File: config.mk
export PLATFORM = sky130hd
export DESIGN_NAME = i2c_target
export DESIGN_NICKNAME = d
export VERILOG_FILES = /design/src/rtl/i2c_pkg.sv /design/src/rtl/i2c_line_filter.sv /design/src/rtl/i2c_target.sv
export SDC_FILE = /design/constraint.sdc
export NUM_CORES = 1
export LEC_CHECK = 0
export BUFFER_PORTS_ARGS = -buffer_cell sky130_fd_sc_hd__buf_4
export CAP_MARGIN = 25
export CORE_MARGIN = 4
export CORE_UTILIZATION = 55
export CTS_BUF_LIST = sky130_fd_sc_hd__clkbuf_8
export DETAILED_ROUTE_END_ITERATION = 16
export GPL_TIMING_DRIVEN = 0
export PLACE_DENSITY = 0.76
export SLEW_MARGIN = 20
export SYNTH_ARGS = -nofsm -noshare
export SYNTH_HDL_FRONTEND = slang
export SYNTH_SLANG_ARGS = --single-unit
File: constraint.sdc
create_clock -name clk -period 2.6 [get_ports clk]
set_input_delay 0.13 -clock clk [delete_from_list [all_inputs] [get_ports clk]]
set_output_delay 0.13 -clock clk [all_outputs]
set_load 0.01 [all_outputs]
File: src/rtl/i2c_pkg.sv
// Shared types and constants for the I2C target.
package i2c_pkg;

  typedef enum logic [2:0] {
    IDLE,
    ADDR,
    AACK,
    WBYTE,
    WACK,
    RBYTE,
    RACK,
    IGNORE
  } i2c_tstate_t;

  localparam logic I2C_ACK  = 1'b0;
  localparam logic I2C_NACK = 1'b1;

endpackage

File: src/rtl/i2c_line_filter.sv
// Bus line conditioning: 2-flop synchroniser, optional majority-free glitch
// filter (I2C_TARGET_FILTER_EN), then rise/fall pulse generation.
// Without the macro the filtered level is the synchronised line.
module i2c_line_filter #(
  parameter int FILTLEN = 3
) (
  input  logic clk,
  input  logic rst,
  input  logic line_raw,
  output logic level,
  output logic rise,
  output logic fall
);

  logic [1:0] sync;
  logic       level_q;

  // Two-flop synchroniser, preset high to match an idle bus.
  always_ff @(posedge clk) begin
    if (rst) sync <= 2'b11;
    else     sync <= {sync[0], line_raw};
  end

`ifdef I2C_TARGET_FILTER_EN
  logic [FILTLEN-2:0] hist;
  logic [FILTLEN-1:0] window;
  logic               filt;

  assign window = {hist, sync[1]};

  // Level only moves once FILTLEN consecutive samples agree.
  always_ff @(posedge clk) begin
    if (rst) begin
      hist <= '1;
      filt <= 1'b1;
    end else begin
      hist <= window[FILTLEN-2:0];
      if (&window)      filt <= 1'b1;
      else if (~|window) filt <= 1'b0;
    end
  end

  assign level = filt;
`else
  assign level = sync[1];
`endif

  // Previous level for edge detection.
  always_ff @(posedge clk) begin
    if (rst) level_q <= 1'b1;
    else     level_q <= level;
  end

  assign rise = level & ~level_q;
  assign fall = ~level & level_q;

endmodule

File: src/rtl/i2c_target.sv
// I2C target with an 8-bit auto-incrementing pointer register-file port.
// Optional glitch filter on SCL/SDA: define I2C_TARGET_FILTER_EN.
//
// state  | meaning
// IDLE   | bus free, waiting for START
// ADDR   | shifting in address + R/W
// AACK   | own address matched, driving ACK on 9th clock
// WBYTE  | shifting in a write byte (pointer or data)
// WACK   | driving ACK for a received write byte
// RBYTE  | shifting out a read byte
// RACK   | sampling controller ACK/NACK after a read byte
// IGNORE | not for us or read ended, released until START/STOP
module i2c_target
  import i2c_pkg::*;
#(
  parameter logic [6:0] TADDR   = 7'h50,
  parameter int         TXHOLD  = 4,
  parameter int         FILTLEN = 3
) (
  input  logic       clk,
  input  logic       rst,
  input  logic       scl,
  input  logic       sdarx,
  output logic       sdatx,
  output logic       sdaasrx,
  output logic [7:0] regaddr,
  output logic [7:0] wdata,
  output logic       wstb,
  input  logic [7:0] rdata,
  output logic       rstb,
  output logic       busy,
  output logic       addressed
);

  localparam int HW = (TXHOLD > 1) ? $clog2(TXHOLD) : 1;

  logic scl_lvl, scl_rise, scl_fall;
  logic sda_lvl, sda_rise, sda_fall;
  logic start_det, stop_det;

  i2c_line_filter #(.FILTLEN(FILTLEN)) u_scl (
    .clk(clk), .rst(rst), .line_raw(scl),
    .level(scl_lvl), .rise(scl_rise), .fall(scl_fall)
  );

  i2c_line_filter #(.FILTLEN(FILTLEN)) u_sda (
    .clk(clk), .rst(rst), .line_raw(sdarx),
    .level(sda_lvl), .rise(sda_rise), .fall(sda_fall)
  );

  assign start_det = sda_fall & scl_lvl;
  assign stop_det  = sda_rise & scl_lvl;
  assign sdatx     = 1'b0;

  i2c_tstate_t state, state_n;
  logic [3:0]    bitcnt, bitcnt_n;
  logic [7:0]    shreg, shreg_n, byte_in;
  logic [7:0]    regaddr_n, wdata_n;
  logic          wstb_n, rstb_n, busy_n, addressed_n;
  logic          first, first_n, rw, rw_n;
  logic          sdaasrx_n, tx_bit, tx_bit_n;
  logic [HW-1:0] hold_cnt, hold_cnt_n;
  logic          sched, sched_val;

  // State and datapath registers; reset releases SDA immediately.
  always_ff @(posedge clk) begin
    if (rst) begin
      state     <= IDLE;
      bitcnt    <= '0;
      shreg     <= '0;
      regaddr   <= '0;
      wdata     <= '0;
      wstb      <= 1'b0;
      rstb      <= 1'b0;
      busy      <= 1'b0;
      addressed <= 1'b0;
      first     <= 1'b0;
      rw        <= 1'b0;
      sdaasrx   <= 1'b1;
      tx_bit    <= 1'b1;
      hold_cnt  <= '0;
    end else begin
      state     <= state_n;
      bitcnt    <= bitcnt_n;
      shreg     <= shreg_n;
      regaddr   <= regaddr_n;
      wdata     <= wdata_n;
      wstb      <= wstb_n;
      rstb      <= rstb_n;
      busy      <= busy_n;
      addressed <= addressed_n;
      first     <= first_n;
      rw        <= rw_n;
      sdaasrx   <= sdaasrx_n;
      tx_bit    <= tx_bit_n;
      hold_cnt  <= hold_cnt_n;
    end
  end

  // Next-state logic: START/STOP first, then per-state bit handling.
  always_comb begin
    state_n     = state;
    bitcnt_n    = bitcnt;
    shreg_n     = shreg;
    regaddr_n   = regaddr;
    wdata_n     = wdata;
    wstb_n      = 1'b0;
    rstb_n      = 1'b0;
    busy_n      = busy;
    addressed_n = addressed;
    first_n     = first;
    rw_n        = rw;
    sdaasrx_n   = sdaasrx;
    tx_bit_n    = tx_bit;
    hold_cnt_n  = hold_cnt;
    sched       = 1'b0;
    sched_val   = 1'b1;
    byte_in     = {shreg[6:0], sda_lvl};

    // pointer advances the cycle after a data write strobe
    if (wstb) regaddr_n = regaddr + 8'd1;

    // SDA hold timer: apply the pending bit at terminal count
    if (hold_cnt != '0) begin
      hold_cnt_n = hold_cnt - HW'(1);
      if (hold_cnt == HW'(1)) sdaasrx_n = tx_bit;
    end

    if (start_det) begin
      state_n     = ADDR;
      bitcnt_n    = '0;
      busy_n      = 1'b1;
      addressed_n = 1'b0;
      sdaasrx_n   = 1'b1;
      hold_cnt_n  = '0;
    end else if (stop_det) begin
      state_n     = IDLE;
      busy_n      = 1'b0;
      addressed_n = 1'b0;
      sdaasrx_n   = 1'b1;
      hold_cnt_n  = '0;
    end else begin
      unique case (state)
        ADDR: begin
          if (scl_rise) begin
            shreg_n  = byte_in;
            bitcnt_n = bitcnt + 4'd1;
            if (bitcnt == 4'd7) begin
              if (byte_in[7:1] == TADDR) begin
                state_n     = AACK;
                addressed_n = 1'b1;
                rw_n        = byte_in[0];
              end else begin
                state_n = IGNORE;
              end
            end
          end
        end
        AACK: begin
          if (scl_fall && bitcnt == 4'd8) begin
            sched     = 1'b1;
            sched_val = I2C_ACK;
          end else if (scl_rise) begin
            bitcnt_n = 4'd9;
          end else if (scl_fall) begin
            bitcnt_n = '0;
            sched    = 1'b1;
            if (!rw) begin
              state_n   = WBYTE;
              first_n   = 1'b1;
              sched_val = 1'b1;
            end else begin
              state_n   = RBYTE;
              rstb_n    = 1'b1;
              shreg_n   = rdata;
              sched_val = rdata[7];
            end
          end
        end
        WBYTE: begin
          if (scl_rise) begin
            shreg_n  = byte_in;
            bitcnt_n = bitcnt + 4'd1;
            if (bitcnt == 4'd7) begin
              state_n = WACK;
              if (first) begin
                regaddr_n = byte_in;
                first_n   = 1'b0;
              end else begin
                wdata_n = byte_in;
                wstb_n  = 1'b1;
              end
            end
          end
        end
        WACK: begin
          if (scl_fall && bitcnt == 4'd8) begin
            sched     = 1'b1;
            sched_val = I2C_ACK;
          end else if (scl_rise) begin
            bitcnt_n = 4'd9;
          end else if (scl_fall) begin
            state_n   = WBYTE;
            bitcnt_n  = '0;
            sched     = 1'b1;
            sched_val = 1'b1;
          end
        end
        RBYTE: begin
          if (scl_rise) begin
            bitcnt_n = bitcnt + 4'd1;
          end else if (scl_fall) begin
            sched = 1'b1;
            if (bitcnt == 4'd8) begin
              state_n   = RACK;
              sched_val = 1'b1;
            end else begin
              sched_val = shreg[6];
              shreg_n   = {shreg[6:0], 1'b0};
            end
          end
        end
        RACK: begin
          if (scl_rise) begin
            if (sda_lvl == I2C_ACK) begin
              regaddr_n = regaddr + 8'd1;
              bitcnt_n  = 4'd9;
            end else begin
              state_n = IGNORE;
            end
          end else if (scl_fall && bitcnt == 4'd9) begin
            state_n   = RBYTE;
            bitcnt_n  = '0;
            rstb_n    = 1'b1;
            shreg_n   = rdata;
            sched     = 1'b1;
            sched_val = rdata[7];
          end
        end
        IDLE, IGNORE: ;
        default: state_n = IDLE;
      endcase
    end

    // schedule the SDA change TXHOLD cycles after the SCL fall
    if (sched) begin
      if (TXHOLD == 1) begin
        sdaasrx_n  = sched_val;
        hold_cnt_n = '0;
      end else begin
        hold_cnt_n = HW'(TXHOLD - 1);
        tx_bit_n   = sched_val;
      end
    end
  end

endmodule

==> results.txt <==
The run finished with clean final reports. The total net switching power came out at 520 uW. The number of input and output port buffers inserted came out at 31. The global placer's final weighted congestion came out at 0.946. The proportion of layout cells with a drive suffix above 1 came out at 18.5%. The maximum clock skew at final layout came out at roughly 12 ps. The count of hold-fix buffers inserted at cts came out at 2.

The max-slew headroom at the worst pin is 61.0%. Counting the buffers created by CTS gives 5. The buffer depth of the longest clock path is 2. The cell-internal power came out at approximately 1.2 mW. The total die area is 6230 sq um. The tree is rooted in a sky130_fd_sc_hd__clkbuf_8.

In this run, synthesis produced a sequential element count of 46. 34 I/O pins were placed. The global-route wire length before repair came out at roughly 12 mm. STA classifies the critical path startpoint as a register. TritonCTS built the clock tree. Of all nets on the critical path, the largest fanout is 10. Yosys attributes the largest share of cell area to sky130_fd_sc_hd__dfxtp_1 (33%), sky130_fd_sc_hd__mux2i_1 (6.9%), sky130_fd_sc_hd__nor2_1 (3.5%). The buffer count from post-CTS setup fixing is 0. The number of H-tree levels is 2. The portion of synthesized cell area occupied by the leading cell type is 33.3%. The post-detailed-route via-to-cell ratio came out at 6.08. The final count of pins violating max slew is 0. Setup repair after global routing left no endpoint under its margin. The number of rows created at floorplan came out at 25. The post-layout instance area is 3220 sq um. The area of the placeable core is around 4800 sq um.

The post-route clock period utilization came out at around nine tenths. The classification of the worst-slack hold path is input port to register. The reported leakage power came out at 1.32 nW. Timing analysis after detailed placement gives a worst setup slack of 311 ps. Measured along the x axis, the die boundary spans approximately 79 microns. The number of nets in the synthesized netlist is roughly 340. The via count of the first global-routing pass is 2491. The worst path needs between 2000 and 2500 ps of the cycle, external delays included. The total power of the final layout is between 1.5 and 2 mW. Once the floorplan was initialized, standard cells occupied 57.8% of the core. The instance count of the mapped netlist came out at between 300 and 400. The share of flip-flops with an asynchronous set or reset came out at 0%. The count of nets after finishing came out at 384.

The maximum vdd drop is 0.419 mV. The sequential power share is 45.4%. Data on the critical path arrives at its endpoint at 2520 ps. The maximum number of pins on one net before global-route repair came out at 17. The number of DRC markers after the initial detailed-route iteration came out at 235.

The warning count from the yosys run is 0. In this run the cell area measured after placement is slightly above 3000 sq um. The distinct cell type count of the synthesized netlist is slightly above 60.

The path type of the worst setup path is register to register. The area overhead of the layout relative to synthesis is 16.4%. The setup slack after layout came out at roughly 260 ps. The global route total overflow is 0. The slew at the pin closest to its max-slew limit is 582 ps. The finished layout holds roughly 430 standard cells, fillers aside. The number of hold-slack violations in the final timing report was 0. Dividing the detail-routed wire length by the instance count gives about 16 microns. Counting tap cells, the placed design contains a total of 424 instances. Setup violations remaining at the end of the flow were counted as 0.

The largest total area in the synthesized netlist belongs to sky130_fd_sc_hd__dfxtp_1. The count of inserted antenna diode cells is 0. Before antenna repair, the detailed router went through 5 iterations.

After detailed routing, the number of remaining DRC violations is 0. The count of flip-flops with a built-in enable after synthesis is 0. Global routing used 23.9% of the available tracks across all layers. The combined area of all synthesized cells is 2770 sq um.

The fraction of power spent switching nets came out at a little under a third. The mean area per synthesized cell is about 8.5 sq um. After synthesis, flip-flops and latches occupy 33.3% of the total area.

The CTS clock-pin slew for the worst setup and hold paths came out at 100 ps. The combinational fraction of design power came out at 22.0%. The power per unit of standard cell area came out at 531 nW/um^2. The sum of negative setup slack came out at 0 ps. The top achievable clock speed is 428 MHz. The die span in y came out at 78.9 microns. Once detail routing completed, the nets flagged for antenna violations numbered 0.

The relative contribution of the clock network to total power is around a third. The insertion delay to the later sink of the worst-skew pair came out at 310 ps. The dominant register cell in the synthesized netlist is sky130_fd_sc_hd__dfxtp_1. Summed over all nets, the half-perimeter wirelength after detailed placement is 5.11 mm.

The clock sink count is 46. The routed wire length is 7.11 mm. The number of gates resized after cts is 0. The tool flagged a number of max-cap violations equal to 0. The total vias in the final route is around 2600. STA classifies the critical path endpoint as a register. The initial antenna violation count is 0.

STA puts the critical path data required time at around 2800 ps.
==> state kept, by name, summed over array words and instances, names as in the netlist, 2 cells and up <==
register    flops
regaddr         8
u_scl.sync      2
state           3
shreg           7
wdata           8
u_sda.sync      2
bitcnt          4
hold_cnt        2
==> worst paths after layout <==
| path | from | end | slack, ps | cells past startpoint |
|---|---|---|---|---|
| max | bitcnt[0]$_SDFFE_PP0P_ | shreg[2]$_SDFFE_PP0P_ | 260 | 9 |
| min | rdata[6] | shreg[6]$_SDFFE_PP0P_ | 170 | 3 |
| max reg2reg | bitcnt[0]$_SDFFE_PP0P_ | shreg[2]$_SDFFE_PP0P_ | 260 | 9 |
| min reg2reg | u_sda.sync[0]$_SDFF_PP1_ | u_sda.sync[1]$_SDFF_PP1_ | 420 | 1 |
==> layout make-up <==
type | instances | area, sq um
Multi-Input combinational cell | 248 | 1700
Fill cell | 449 | 1570
Sequential cell | 46 | 921
Timing Repair Buffer | 33 | 253
Buffer | 24 | 118
Tap cell | 67 | 83.8
Clock buffer | 5 | 68.8
Clock inverter | 3 | 48.8
Inverter | 8 | 30.0
==> through the flow <==
| stage | hold slack (ps) | utilization (%) |
|---|---|---|
| 2_1_floorplan | 234 | - |
| 3_3_place_gp | 315 | 64.4 |
| 3_5_place_dp | 319 | 64.4 |
| 4_1_cts | 153 | 67.3 |
| 5_1_grt | 176 | 67.3 |
| 6_report | 166 | 67.3 |
==> routing by layer <==
metal | GRT usage (%) | up-vias | part of all wire (%)
met5 | 0 | - | 0
met4 | 6.53 | 0 | 0.91
met3 | 4.31 | 9 | 7.8
met2 | 38.2 | 123 | 46
met1 | 33.2 | 1238 | 45
li1 | - | 1270 | -
==> cell usage after synthesis (all sizes together), types with 3 or more instances <==
cell	number
mux2i	19
buf	13
xor2	10
ha	6
nor3	8
nand3b	3
a21oi	18
nor2b	3
or2	7
o211ai	11
o22ai	7
nand2b	9
and2	4
dfxtp	46
and3	3
nor2	26
nand2	21
o21ai	10
nand3	16
xnor2	7
clkbuf	11
a22oi	8
o41ai	7
and3b	5
a211o	3
inv	7
==> critical path, stage by stage, from the launching register on <==
cell and delay, ps:
sky130_fd_sc_hd__dfxtp_1 450, sky130_fd_sc_hd__inv_1 70, sky130_fd_sc_hd__ha_1 220, sky130_fd_sc_hd__and3b_1 160, sky130_fd_sc_hd__clkbuf_1 170, sky130_fd_sc_hd__a211o_1 320, sky130_fd_sc_hd__o211a_1 190, sky130_fd_sc_hd__buf_1 280
sky130_fd_sc_hd__o211ai_1 240, sky130_fd_sc_hd__o41ai_1 110
==> layout by cell type, fill, tap and decap left out, types with 4 or more instances in the layout <==
cell	instances
sky130_fd_sc_hd__ha_1	6
sky130_fd_sc_hd__mux2i_1	19
sky130_fd_sc_hd__nand3_1	16
sky130_fd_sc_hd__o22ai_1	7
sky130_fd_sc_hd__clkbuf_8	5
sky130_fd_sc_hd__nor2_1	26
sky130_fd_sc_hd__xnor2_1	7
sky130_fd_sc_hd__a22oi_1	8
sky130_fd_sc_hd__or2_2	7
sky130_fd_sc_hd__buf_4	32
sky130_fd_sc_hd__dfxtp_1	46
sky130_fd_sc_hd__nor3_1	7
sky130_fd_sc_hd__xor2_1	10
sky130_fd_sc_hd__o211ai_1	8
sky130_fd_sc_hd__inv_1	7
sky130_fd_sc_hd__o41ai_1	4
sky130_fd_sc_hd__nand2_1	21
sky130_fd_sc_hd__and3b_1	5
sky130_fd_sc_hd__buf_2	7
sky130_fd_sc_hd__clkbuf_1	11
sky130_fd_sc_hd__nand2b_1	9
sky130_fd_sc_hd__o21ai_0	10
sky130_fd_sc_hd__a21oi_1	18
==> cells by family after synthesis <==
logic type / share of synthesized area, %
xor gates and xnor gates: 5.38
muxes: 6.87
buffers and inverters: 5.34
DFF: 33.3
AOI/OAI and AO/OA: 22.8
adders and majority gates: 2.71
other: 0.136
and+or+nand+nor: 23.4
==> power groups by stage <==
stage	sequential [mW]	clock, mW	combinational (mW)
2_1_floorplan	0.780	0	0.286
3_3_place_gp	0.791	0	0.356
3_5_place_dp	0.791	0	0.367
4_1_cts	0.775	0.569	0.372
5_1_grt	0.783	0.606	0.420
6_report	0.776	0.557	0.376
Note: power is estimated with default switching activity, not from simulation.
